[config.mk]
export PLATFORM = sky130hd
export DESIGN_NAME = ps2_keypad_matrix_flat
export DESIGN_NICKNAME = d
export VERILOG_FILES = /design/src/rtl/ps2_keypad_matrix_if.sv /design/src/rtl/ps2_keypad_matrix.sv /design/src/flat_wrapper.sv
export SDC_FILE = /design/constraint.sdc
export NUM_CORES = 1
export LEC_CHECK = 0
export BUFFER_PORTS_ARGS = -buffer_cell sky130_fd_sc_hd__clkbuf_2
export CAP_MARGIN = 20
export CORE_MARGIN = 1
export CORE_UTILIZATION = 45
export DETAILED_ROUTE_END_ITERATION = 6
export PLACE_DENSITY = 0.66
export SYNTH_ARGS = -nofsm -noshare
export SYNTH_HDL_FRONTEND = slang
export SYNTH_SLANG_ARGS = --single-unit
[constraint.sdc]
create_clock -name clk -period 3.3 [get_ports clk]
set_input_delay 0.495 -clock clk [delete_from_list [all_inputs] [get_ports clk]]
set_output_delay 0.495 -clock clk [all_outputs]
set_load 0.1 [all_outputs]
[src/rtl/ps2_keypad_matrix_if.sv]
// Scancode input channel and key-event output channel of the PS/2 keypad matrix.
interface ps2_keypad_matrix_if #(
  parameter int KEY_W = 5
);
  logic             code_valid;
  logic [7:0]       code_data;
  logic             evt_valid;
  logic [KEY_W-1:0] evt_key;
  logic             evt_release;
  logic             evt_pop;
  logic             evt_overflow;

  modport master (
    output code_valid, code_data, evt_pop,
    input  evt_valid, evt_key, evt_release, evt_overflow
  );

  modport slave (
    input  code_valid, code_data, evt_pop,
    output evt_valid, evt_key, evt_release, evt_overflow
  );
endinterface

[src/rtl/ps2_keypad_matrix.sv]
// PS/2 scancode decoder (F0/E0/E1 prefixes) driving a key matrix and a
// first-word fall-through queue of press/release events.
module ps2_keypad_matrix #(
  parameter int NUM_KEYS   = 16,
  parameter int KEY_W      = 5,
  parameter int FIFO_DEPTH = 4
) (
  input  logic                clk,
  input  logic                res,
  input  logic                layout_sel,
  input  logic                clear,
  output logic [NUM_KEYS-1:0] key_matrix,
  output logic                any_down,
  ps2_keypad_matrix_if.slave  bus
);
  localparam int PTR_W = $clog2(FIFO_DEPTH);

  typedef enum logic [2:0] {S_IDLE, S_BRK, S_EXT, S_EXT_BRK, S_PAUSE} state_t;

  state_t                state, state_nxt;
  logic [2:0]            skip, skip_nxt;
  logic                  layout_q, layout_chg;
  logic                  lk_en, lk_ext, lk_make;
  logic                  hit, changed;
  logic [4:0]            k5;
  logic [NUM_KEYS-1:0]   onehot, matrix_nxt;
  logic [KEY_W:0]        mem [FIFO_DEPTH];
  logic [PTR_W-1:0]      wr_ptr, rd_ptr;
  logic [PTR_W:0]        count;
  logic                  full, do_push, do_pop;

  assign layout_chg = (layout_sel != layout_q);

  always_comb begin
    state_nxt = state;
    skip_nxt  = skip;
    lk_en     = 1'b0;
    lk_ext    = 1'b0;
    lk_make   = 1'b1;
    if (bus.code_valid) begin
      unique case (state)
        S_IDLE: begin
          if (bus.code_data == 8'hF0)      state_nxt = S_BRK;
          else if (bus.code_data == 8'hE0) state_nxt = S_EXT;
          else if (bus.code_data == 8'hE1) begin
            state_nxt = S_PAUSE;
            skip_nxt  = 3'd7;
          end else lk_en = 1'b1;
        end
        S_BRK: begin
          lk_en = 1'b1; lk_make = 1'b0; state_nxt = S_IDLE;
        end
        S_EXT: begin
          if (bus.code_data == 8'hF0) state_nxt = S_EXT_BRK;
          else begin
            lk_en = 1'b1; lk_ext = 1'b1; state_nxt = S_IDLE;
          end
        end
        S_EXT_BRK: begin
          lk_en = 1'b1; lk_ext = 1'b1; lk_make = 1'b0; state_nxt = S_IDLE;
        end
        S_PAUSE: begin
          skip_nxt = skip - 3'd1;
          if (skip == 3'd1) state_nxt = S_IDLE;
        end
        default: state_nxt = S_IDLE;
      endcase
    end
    // Clear and layout change both abort any partial sequence and drop the byte.
    if (clear || layout_chg) begin
      state_nxt = S_IDLE;
      lk_en     = 1'b0;
    end
  end

  always_ff @(posedge clk or negedge res) begin
    if (!res) begin
      state <= S_IDLE;
      skip  <= '0;
    end else begin
      state <= state_nxt;
      skip  <= skip_nxt;
    end
  end

  always_comb begin
    hit = 1'b0;
    k5  = '0;
    if (!lk_ext && !layout_q) begin
      case (bus.code_data)
        8'h22: {hit, k5} = {1'b1, 5'd0};
        8'h16: {hit, k5} = {1'b1, 5'd1};
        8'h1E: {hit, k5} = {1'b1, 5'd2};
        8'h26: {hit, k5} = {1'b1, 5'd3};
        8'h15: {hit, k5} = {1'b1, 5'd4};
        8'h1D: {hit, k5} = {1'b1, 5'd5};
        8'h24: {hit, k5} = {1'b1, 5'd6};
        8'h1C: {hit, k5} = {1'b1, 5'd7};
        8'h1B: {hit, k5} = {1'b1, 5'd8};
        8'h23: {hit, k5} = {1'b1, 5'd9};
        8'h1A: {hit, k5} = {1'b1, 5'd10};
        8'h21: {hit, k5} = {1'b1, 5'd11};
        8'h25: {hit, k5} = {1'b1, 5'd12};
        8'h2D: {hit, k5} = {1'b1, 5'd13};
        8'h2B: {hit, k5} = {1'b1, 5'd14};
        8'h2A: {hit, k5} = {1'b1, 5'd15};
        default: ;
      endcase
    end else if (!lk_ext) begin
      case (bus.code_data)
        8'h70: {hit, k5} = {1'b1, 5'd0};
        8'h69: {hit, k5} = {1'b1, 5'd1};
        8'h72: {hit, k5} = {1'b1, 5'd2};
        8'h7A: {hit, k5} = {1'b1, 5'd3};
        8'h6B: {hit, k5} = {1'b1, 5'd4};
        8'h73: {hit, k5} = {1'b1, 5'd5};
        8'h74: {hit, k5} = {1'b1, 5'd6};
        8'h6C: {hit, k5} = {1'b1, 5'd7};
        8'h75: {hit, k5} = {1'b1, 5'd8};
        8'h7D: {hit, k5} = {1'b1, 5'd9};
        8'h71: {hit, k5} = {1'b1, 5'd10};
        8'h79: {hit, k5} = {1'b1, 5'd11};
        8'h7B: {hit, k5} = {1'b1, 5'd12};
        8'h7C: {hit, k5} = {1'b1, 5'd13};
        default: ;
      endcase
    end else if (layout_q) begin
      case (bus.code_data)
        8'h4A: {hit, k5} = {1'b1, 5'd14};
        8'h5A: {hit, k5} = {1'b1, 5'd15};
        default: ;
      endcase
    end
    if (!lk_ext && NUM_KEYS == 20) begin
      case (bus.code_data)
        8'h76: {hit, k5} = {1'b1, 5'd16};
        8'h05: {hit, k5} = {1'b1, 5'd17};
        8'h06: {hit, k5} = {1'b1, 5'd18};
        8'h04: {hit, k5} = {1'b1, 5'd19};
        default: ;
      endcase
    end
  end

  // Events are generated only when the addressed matrix bit actually flips.
  always_comb begin
    onehot     = NUM_KEYS'(1) << k5;
    matrix_nxt = lk_make ? (key_matrix | onehot) : (key_matrix & ~onehot);
    changed    = lk_en && hit && (matrix_nxt != key_matrix);
  end

  assign full    = (count == (PTR_W+1)'(FIFO_DEPTH));
  assign do_pop  = bus.evt_pop && (count != '0) && !clear;
  assign do_push = changed && (!full || do_pop);

  always_ff @(posedge clk or negedge res) begin
    if (!res) begin
      key_matrix       <= '0;
      layout_q         <= 1'b0;
      wr_ptr           <= '0;
      rd_ptr           <= '0;
      count            <= '0;
      bus.evt_overflow <= 1'b0;
      for (int unsigned i = 0; i < FIFO_DEPTH; i++) mem[i] <= '0;
    end else begin
      layout_q <= layout_sel;
      if (clear) begin
        key_matrix       <= '0;
        wr_ptr           <= '0;
        rd_ptr           <= '0;
        count            <= '0;
        bus.evt_overflow <= 1'b0;
      end else begin
        if (layout_chg)   key_matrix <= '0;
        else if (changed) key_matrix <= matrix_nxt;
        if (do_push) begin
          mem[wr_ptr] <= {~lk_make, KEY_W'(k5)};
          wr_ptr      <= wr_ptr + PTR_W'(1);
        end
        if (do_pop) rd_ptr <= rd_ptr + PTR_W'(1);
        count <= count + (PTR_W+1)'(do_push) - (PTR_W+1)'(do_pop);
        if (changed && !do_push) bus.evt_overflow <= 1'b1;
      end
    end
  end

  assign any_down                       = |key_matrix;
  assign bus.evt_valid                  = (count != '0);
  assign {bus.evt_release, bus.evt_key} = mem[rd_ptr];
endmodule
[src/flat_wrapper.sv]
// flat-port wrapper written by rule: the top's interface ports become plain ports
module ps2_keypad_matrix_flat 
#(
  parameter int NUM_KEYS   = 16,
  parameter int KEY_W      = 5,
  parameter int FIFO_DEPTH = 4
)
  (clk, res, layout_sel, clear, key_matrix, any_down, bus_code_valid, bus_code_data, bus_evt_pop, bus_evt_valid, bus_evt_key, bus_evt_release, bus_evt_overflow);
  ps2_keypad_matrix_if #(.KEY_W(KEY_W)) bus_i ();
  input  logic clk;
  input  logic res;
  input  logic layout_sel;
  input  logic clear;
  output logic [NUM_KEYS-1:0] key_matrix;
  output logic any_down;
  input wire logic [$bits(bus_i.code_valid)-1:0] bus_code_valid;
  input wire logic [$bits(bus_i.code_data)-1:0] bus_code_data;
  input wire logic [$bits(bus_i.evt_pop)-1:0] bus_evt_pop;
  output wire logic [$bits(bus_i.evt_valid)-1:0] bus_evt_valid;
  output wire logic [$bits(bus_i.evt_key)-1:0] bus_evt_key;
  output wire logic [$bits(bus_i.evt_release)-1:0] bus_evt_release;
  output wire logic [$bits(bus_i.evt_overflow)-1:0] bus_evt_overflow;
  assign bus_i.code_valid = bus_code_valid;
  assign bus_i.code_data = bus_code_data;
  assign bus_i.evt_pop = bus_evt_pop;
  assign bus_evt_valid = bus_i.evt_valid;
  assign bus_evt_key = bus_i.evt_key;
  assign bus_evt_release = bus_i.evt_release;
  assign bus_evt_overflow = bus_i.evt_overflow;
  ps2_keypad_matrix #(.NUM_KEYS(NUM_KEYS), .KEY_W(KEY_W), .FIFO_DEPTH(FIFO_DEPTH)) u_core (.clk(clk), .res(res), .layout_sel(layout_sel), .clear(clear), .key_matrix(key_matrix), .any_down(any_down), .bus(bus_i));
endmodule
**Yosys cells after proc, flatten, opt, wreduce, memory -nomap -nowiden**

Cells that the tools add are included.

- Register bits after elaboration: 55
- Input port bits: 14
- Output and inout bits: 25
- Word-level logic and storage cells: 159

- Add/sub/neg operators: 5
- $lt $le $gt $ge: 3
- Eq/ne operators: 48
- Shifts and indexed selects: 1
- Multiplexer cells: 52
- Bitwise operators: 7
- Reductions and logical operators: 31

Operator list:

| operator | count |
|---|---|
| == test 8 x 7 -> 1 bit, second input constant | 16 |
| == test 8 x 6 -> 1 bit, second input constant | 9 |
| two-way mux 16 bit | 4 |
| case mux 4 bit (15 select lines) | 1 |
| == test 8 x 5 -> 1 bit, second input constant | 7 |
| case mux 4 bit (13 select lines) | 1 |
| OR reduction 16 bit | 2 |
| two-way mux 3 bit | 10 |
| bitwise mux 24 bit | 1 |
| == test 8 bit, second input constant | 3 |
| two-way mux 6 bit | 3 |
| two-way mux 1 bit | 17 |
| bitwise AND 16 bit | 1 |
| != test 16 bit | 1 |
| NOT 16 bit | 1 |
| bitwise OR 16 bit | 1 |
| << shifter 1 x 5 -> 16 bit, first input constant | 1 |
| two-way mux 5 bit | 3 |
| OR reduction 14 bit | 1 |
| binary-select mux 6 bit (select 2 bit) | 1 |
| demux 6 bit (select 2 bit) | 1 |
| two-way mux 2 bit | 5 |
| nonzero test 2 bit | 5 |
| case mux 3 bit (3 select lines) | 1 |
| 29 further kinds | 51 |

**Depth between registers and ports, before layout**

Gate-level depths: netlist (run 1).

- Word-level depth: 18
- Gate-level depth with buffers: 19
- Depth with buffers taken out: 16

**Worst setup path after synthesis (run 1)**

Ideal clock, no wire load.

- Path kind: input -> register
- Start point: input bus_code_data[2]
- End point: register u_core.count[2]
- Setup time: 131 ps
- Arrival time: 3,835 ps
- Data required time: 3,169 ps
- Slack: -666 ps
- Stages on the path: 18
- Path buffers: 3
- Path through: buf_2 nor4_1 nand4_1 and2_1 buf_2 o31a_1 buf_2 or4_1 o221a_2 nand4_2 o21ai_4 nand2b_1 inv_1 ha_1 inv_1 fa_1 xnor2_1 nor2_1

- Longest elaborated chain between the ends: 17
- Elaborated cells on any way between the ends: 73
- Those cells by class: add/sub: 2; eq/ne: 36; shift: 1; mux: 23; bitwise: 3; reduce/logical: 8

Ends and longest elaborated chain:

| item | line | text |
|---|---|---|
| start, declared | flat_wrapper.sv:17 | `input wire logic [$bits(bus_i.code_data)-1:0] bus_code_data;` |
| == test 8 bit | ps2_keypad_matrix.sv:43, ps2_keypad_matrix.sv:54 |  |
| two-way mux 1 bit | ps2_keypad_matrix.sv:54 | `if (bus.code_data == 8'hF0) state_nxt = S_EXT_BRK;` |
| case mux 1 bit (2 select lines) | ps2_keypad_matrix.sv:41 | `unique case (state)` |
| two-way mux 1 bit | ps2_keypad_matrix.sv:40 | `if (bus.code_valid) begin` |
| zero test 1 bit | ps2_keypad_matrix.sv:89 | `if (!lk_ext && !layout_q) begin` |
| logical AND 1 bit | ps2_keypad_matrix.sv:89 |  |
| two-way mux 5 bit | ps2_keypad_matrix.sv:89 |  |
| << shifter 1 x 5 -> 16 bit | ps2_keypad_matrix.sv:147 | `onehot = NUM_KEYS'(1) << k5;` |
| NOT 16 bit | ps2_keypad_matrix.sv:148 | `matrix_nxt = lk_make ? (key_matrix \| onehot) : (key_matrix & ~onehot);` |
| bitwise AND 16 bit | ps2_keypad_matrix.sv:148 |  |
| two-way mux 16 bit | ps2_keypad_matrix.sv:148 |  |
| != test 16 bit | ps2_keypad_matrix.sv:149 | `changed = lk_en && hit && (matrix_nxt != key_matrix);` |
| logical AND 1 bit * | ps2_keypad_matrix.sv:149 |  |
| logical AND 1 bit * | ps2_keypad_matrix.sv:154 | `assign do_push = changed && (!full \|\| do_pop);` |
| adder 3 x 1 -> 3 bit * | ps2_keypad_matrix.sv:181 | `count <= count + (PTR_W+1)'(do_push) - (PTR_W+1)'(do_pop);` |
| subtractor 3 x 1 -> 3 bit * | ps2_keypad_matrix.sv:181 |  |
| two-way mux 3 bit * | ps2_keypad_matrix.sv:167 | `if (clear) begin` |
| end signal, assigned | ps2_keypad_matrix.sv:181 |  |
| end, declared | ps2_keypad_matrix.sv:29 | `logic [PTR_W:0] count;` |

Mark *: on every way between the ends. The rest lies on a longest branch, timed or not.
A chain may end at the register's enable or synchronous reset.

**Final worst setup path (run 1)**

- Start point: input bus_code_data[7]
- End point: register u_core.count[1]

The elaborated chain is that of the path after synthesis.

==> results.cfg, run 1 <==
[run_status]
status = complete, but fails checks
violations = design-rule violations, negative setup slack

[floorplan]
rows = 33
die_area_sq_um = 8820
die_h_um = 93.9
initial_utilization_pct = 46.5
coreArea_sq_um = 8180
die_width_um = 93.9
ios = 39

[logic_synthesis]
synth-async-reset-ratio_pct = 100
syn_nets = 443
synthFlopType = dfrtp_1
synth_area_sq_um = 3800
synth.area.top_cells = dfrtp_1 34%, mux2_2 4.1%, nand2_1 4.1%, mux2i_1 4.0%, mux4_2 3.0%
yosysSeqAreaShare_pct = 33.6
synth_top_cell_by_area = dfrtp_1
synth-edff-count = 0
synth_cells = 420
yosysUniqueCellTypes = 70
synth_seq_cells = 51
syn_area_per_cell_sq_um = 9.05
yosysWarnings = 0
synth_top_area_share_pct = 33.6

[detailed_routing]
drc = 2
avgViaCountPerCell = 5.81
drtAntennaViolNets = 0
drtIter0Drc = 195
num_vias = 3777
wire_per_inst_um = 16.7
drt_pre_antenna_iters = 7
routed_wl_um = 10800

[power_and_ir_drop]
pwr-share-comb_pct = 32.2
sw_frac_of_total_pct = 37.3
power.total_mw = 1.60
vdd_drop_max_uv = 225
p_per_area_nw_per_um2 = 310
power.switching_uw = 597
power_frac_seq_pct = 43.0
p_leak_nw = 2.32
p_clk_share_pct = 24.8
internal-power_mw = 1.00

[layout]
antenna_cells = 0
stdcell_area_sq_um = 5160
fin_cells = 650
syn2layout_area_growth_pct = 35.8
drive_above_1_share_pct = 41.1
final_core_util_pct = 63.1
finalNetCount = 567

[global_routing]
grt_usage_pct = 25.5
grt_max_degree = 32
grt_pass1_vias = 3566
grt_antenna_before_repair = 0
grt_pass1_wl_um = 17700
overflow = 0

[clock_tree]
cts_root_buffer = clkbuf_8
cts_tree = built
cts-buffers-inserted = 5
cts_hold_buf = 0
clock_tree.buffer_depth = 2
clk_pin_slew_ps = 100
cts.sink_count = 51
cts_max_level = 2
insertion_delay_ps = 320

[timing]
hold_viol_final = 0
tns_ps = -2610
fin_hold_ws_ps = 244
fin_crit_sh_pct = 107
tightest_slew_ps = 788
slew_headroom_pct = 47.4
setup_viol = 24
period_minus_slack_ps = 3530
clock.fmax_mhz = 284
fin_ws_ps = -226
rsz0062_at_grt = true
clock_skew_ps = 11.4
slew_violations = 0

[placed_design]
place_area_sq_um = 4790
place_ws_ps = -544
finalWeightedCongestion = 0.956
place_inst = 630
port-buffer-count = 37
dp_hpwl_um = 8010

[flow_run]
drv_cap = 0

[min_path]
worst_hold_path_type = in2async

[setup_path]
crit_top_cell = inv_2
cp.arrival_ps = 3770
worst-path-max-fanout = 7
critPathCaptureType = flip-flop
worst_path_max_delay_cell = or4b_4
critPathKind = in2reg
start_kind = primary input
worstPathRequired_ps = 3550
crit_chain = buf_12 > or4b_4 > a211o_1 > a21oi_4 > o21ai_2 > and3_4 > a32oi_2 > o2bb2ai_1 > a221o_1 > o21ai_4 > nand2b_4 > inv_2 > ha_4 > inv_2 > fa_2 > nor2_1
max_stage_delay_ps = 570
worst paths after layout:
| path | slack (ps) | startpoint | to | cells after the start |
|---|---|---|---|---|
| setup / recovery | -230 | bus_code_data[7] | u_core.count[1] | 16 |
| hold reg to reg | 490 | u_core.mem[23] | u_core.mem[23] | 2 |
| setup reg to reg | -140 | u_core.layout_q | u_core.count[1] | 17 |
| hold / removal | 240 | res | u_core.mem[15] | 1 |
| min in group clk | 300 | layout_sel | u_core.layout_q | 1 |
| max in group asynchronous | 2250 | res | u_core.key_matrix[8] | 2 |
layer usage:
metal | vias to the layer above | routed length (um) | track usage, %
li1 | 1819 | - | -
met1 | 1819 | 4950 | 35.6
met2 | 116 | 5120 | 41.1
met3 | 23 | 512 | 2.91
met4 | 0 | 239 | 7.82
met5 | - | 0 | 0
synthesized netlist by cell type (all sizes together), types with 8 or more instances:
master   n
o21ai   25
clkbuf  13
a21oi   13
nor2b    8
dfrtp   51
nor3    14
ha       8
buf     16
nor4    10
inv     18
nand2   41
nand3   11
mux2i   15
nor2    29
nand4    9
mux2    15
cell families (layout without fill, tap and decap cells):
group,count (synthesis),count (layout),synth area share (%)
xor gates and xnor gates,10,10,2.31
DFF,51,51,33.6
other,1,1,0.0987
adders and majority gates,9,9,3.16
AOI/OAI and AO/OA,101,101,20.3
and+or+nand+nor,166,166,23.6
buffers and inverters,47,172,5.56
muxes,35,35,11.4
repair_timing:
action / in CTS / in global routing
buffers inserted: 2 / 10
pin swaps: 7 / 18
gates resized for setup: 13 / 32
cloned: 0 / 0
endpoints found under the setup margin: 12 / 41
flip-flops by register name, indices dropped and copies added (netlist names):
register                 count
u_core.key_matrix           16
u_core.mem                  20
u_core.wr_ptr                2
u_core.layout_q              1
u_core.rd_ptr                2
u_core.skip                  3
u_core.state                 3
u_core.bus.evt_overflow      1
u_core.count                 3
layout by cell type (no fill, tap or decap), types with 11 or more instances in the layout:
cell type,Yosys,routed
buf_4,1,102
dfrtp_1,51,51
nand2_1,41,39
clkbuf_2,0,33
nor2_1,29,28
o21ai_0,22,19
inv_1,18,16
mux2i_1,15,15
mux2_2,14,14
nor3_1,13,13
a21oi_1,13,11
critical path: cells and delay by family:
kind | cells | cell delay [ps]
buf+inv | 3 | 200
simple gates | 4 | 1010
fa+ha+maj | 2 | 570
compound gates | 7 | 1490
layout make-up:
cell class / count / area, sq um
sequential: 51 / 1280
multi-input combinational: 322 / 2510
clock buffer: 5 / 68.8
tap: 105 / 131
inverter: 18 / 67.6
clock inverter: 3 / 28.8
timing repair buffer: 146 / 1070
fill: 711 / 3020
power by group through the flow:
| stage | registers [mW] | clock network (mW) | logic [mW] |
|---|---|---|---|
| floorplan | 0.679 | 0 | 0.360 |
| global placement | 0.699 | 0 | 0.475 |
| detailed placement | 0.702 | 0 | 0.483 |
| CTS | 0.690 | 0.407 | 0.491 |
| global route | 0.697 | 0.432 | 0.558 |
| finish | 0.688 | 0.397 | 0.516 |
Power figures use the tool's default switching activity.
==> run 2: changes to the inputs <==
CORE_UTILIZATION = 60   (was 45)
PLACE_DENSITY = 0.81   (was 0.66)
clock period = 3.69 ns   (was 3.3 ns; I/O delays follow)
==> run 2 against run 1 <==
  * Largest cell class unchanged
  * Flip-flop and latch count unchanged
  * Sequential power is 10% lower
  * Non-clock buffer count down 13
  * Highest routed layer unchanged
  * Worst setup slack gained 200 ps
  * Clock-buffer cell count up 1
  * Global-route usage rose by 7.8 points
  * The run ends with negative setup slack left
  * Total power decreased by 13%
  * Via count rose by 2.6%
==> results.cfg, run 2 (synthesis results as in run 1) <==
[placed_design]
place_ws_ps = -297
finalWeightedCongestion = 0.990
place_inst = 592
port-buffer-count = 37
dp_hpwl_um = 8250

[setup_path]
critPathCaptureType = flip-flop
worst-path-max-fanout = 7
critPathBufInv = 4
worst_path_max_delay_cell = or3b_2
max_stage_delay_ps = 480
start_kind = primary input
cp.arrival_ps = 3900
worstPathRequired_ps = 3880
crit_chain = buf_2 > or3b_2 > a211o_1 > a21oi_4 > nor2_2 > buf_4 > nor2_1 > nand4_1 > o21ai_0 > a221o_1 > o21ai_4 > nand2b_4 > inv_4 > ha_4 > inv_2 > fa_2 > xnor2_2 > nor2_1
crit_top_cell = nor2_1
cpLargestDelayFamily = compound AO/OA/AOI/OAI gates
critPathKind = in2reg

[layout]
largest_registers = u_core.mem: 20 flops, u_core.key_matrix: 16 flops
largest_register_ffs = 20
layout_common_cells = 89 x buf_4, 51 x dfrtp_1, 40 x nand2_1, 33 x clkbuf_2, 28 x nor2_1
regMostFlops = u_core.mem
final_core_util_pct = 82.6
nFillCells = 376
finalNetCount = 554
fin_cells = 607
final_common_cell = buf_4
drive_above_1_share_pct = 38.0
syn2layout_area_growth_pct = 31.0
antenna_cells = 0

[floorplan]
die_width_um = 81.6
rows = 28
coreArea_sq_um = 6030
ios = 39
die_area_sq_um = 6660
initial_utilization_pct = 63.1
die_h_um = 81.6

[global_routing]
grt_pass1_vias = 3530
grt_pass1_wl_um = 16800
grt_usage_pct = 33.2
overflow = 0
grt_antenna_before_repair = 0
grt_max_degree = 39

[power_and_ir_drop]
p_leak_nw = 2.24
vdd_drop_max_uv = 363
p_per_area_nw_per_um2 = 281

[timing]
fin_ws_ps = -22.8
tns_ps = -28.6
fin_crit_sh_pct = 101
hold_viol_final = 0
tightest_slew_ps = 820
period_minus_slack_ps = 3710
clock.fmax_mhz = 269
clock_skew_ps = 6.72
slew_violations = 0
rsz0062_at_grt = true
slew_headroom_pct = 45.1
setup_viol = 2

[clock_tree]
cts.sink_count = 51
cts-buffers-inserted = 5
clock_tree.buffer_depth = 2
cts_root_buffer = clkbuf_8
cts_hold_buf = 0
clk_pin_slew_ps = 90
cts_tree = built
insertion_delay_ps = 300
cts_max_level = 2

[flow_run]
drv_cap = 0

[detailed_routing]
drtIter0Drc = 243
drt_pre_antenna_iters = 5
drc = 0
num_vias = 3877
drtAntennaViolNets = 0
routed_wl_um = 10900
avgViaCountPerCell = 6.39
wire_per_inst_um = 18.0

[min_path]
worst_hold_path_type = in2async

[run_status]
status = complete, but fails checks
violations = negative setup slack
run 2: worst reg2reg max path, cell delays in order (launching register included):
cell and delay, ps:
dfrtp_1 460, nor2b_1 160, nand4_1 140, and2_2 250, buf_4 140, o31a_1 270
buf_4 170, a32oi_1 280, o2bb2ai_1 90, a221o_1 390, o21ai_4 180, nand2b_4 160
inv_4 40, ha_4 140, inv_2 50, fa_2 430, nor2_1 110
run 2: final cells by class:
type	count	area, sq um	share of cell area (%)
Inverter	18	70.1	1.41
Sequential cell	51	1280	25.6
Tap cell	75	93.8	1.88
Clock inverter	2	12.5	0.251
Timing Repair Buffer	133	968	19.5
Clock buffer	6	72.6	1.46
Multi-Input combinational cell	322	2480	49.9
run 2: final timing paths:
kind	from	to	slack [ps]	depth (start not counted)
worst max register to register	u_core.state[0]	u_core.count[1]	170	16
min in group clk	layout_sel	u_core.layout_q	390	1
max in group asynchronous	res	u_core.mem[11]	2750	2
worst max-delay path	bus_code_data[1]	u_core.count[2]	-20	18
worst min-delay path	res	u_core.key_matrix[13]	130	1
worst min register to register	u_core.mem[5]	u_core.mem[5]	490	2
run 2: through the flow:
step / cell area [sq um] / total power, mW / hold WS, ps
2_1_floorplan: 3890 / 0.929 / 258
3_3_place_gp: 4690 / 1.04 / 456
3_5_place_dp: 4690 / 1.06 / 468
4_1_cts: 4770 / 1.37 / 132
5_1_grt: 4980 / 1.47 / 138
6_report: 4980 / 1.40 / 130
run 2: layer usage:
metal | global-route usage (%) | wire, um | vias up
met3 | 5.22 | 720 | 21
met5 | 1.67 | 0 | -
li1 | - | - | 1794
met2 | 54.2 | 5270 | 179
met4 | 9.82 | 181 | 0
met1 | 45.4 | 4730 | 1883
run 2: timing repair:
action	in CTS	in global routing
buffers inserted	0	7
gates resized for setup	0	39
setup endpoints to repair	0	16
run 2: where the power goes:
part | switching, mW | internal (mW) | leakage, nW
logic | 0.294 | 0.175 | 1.49
clock network | 0.183 | 0.133 | 0.0412
registers | 0.0343 | 0.581 | 0.707
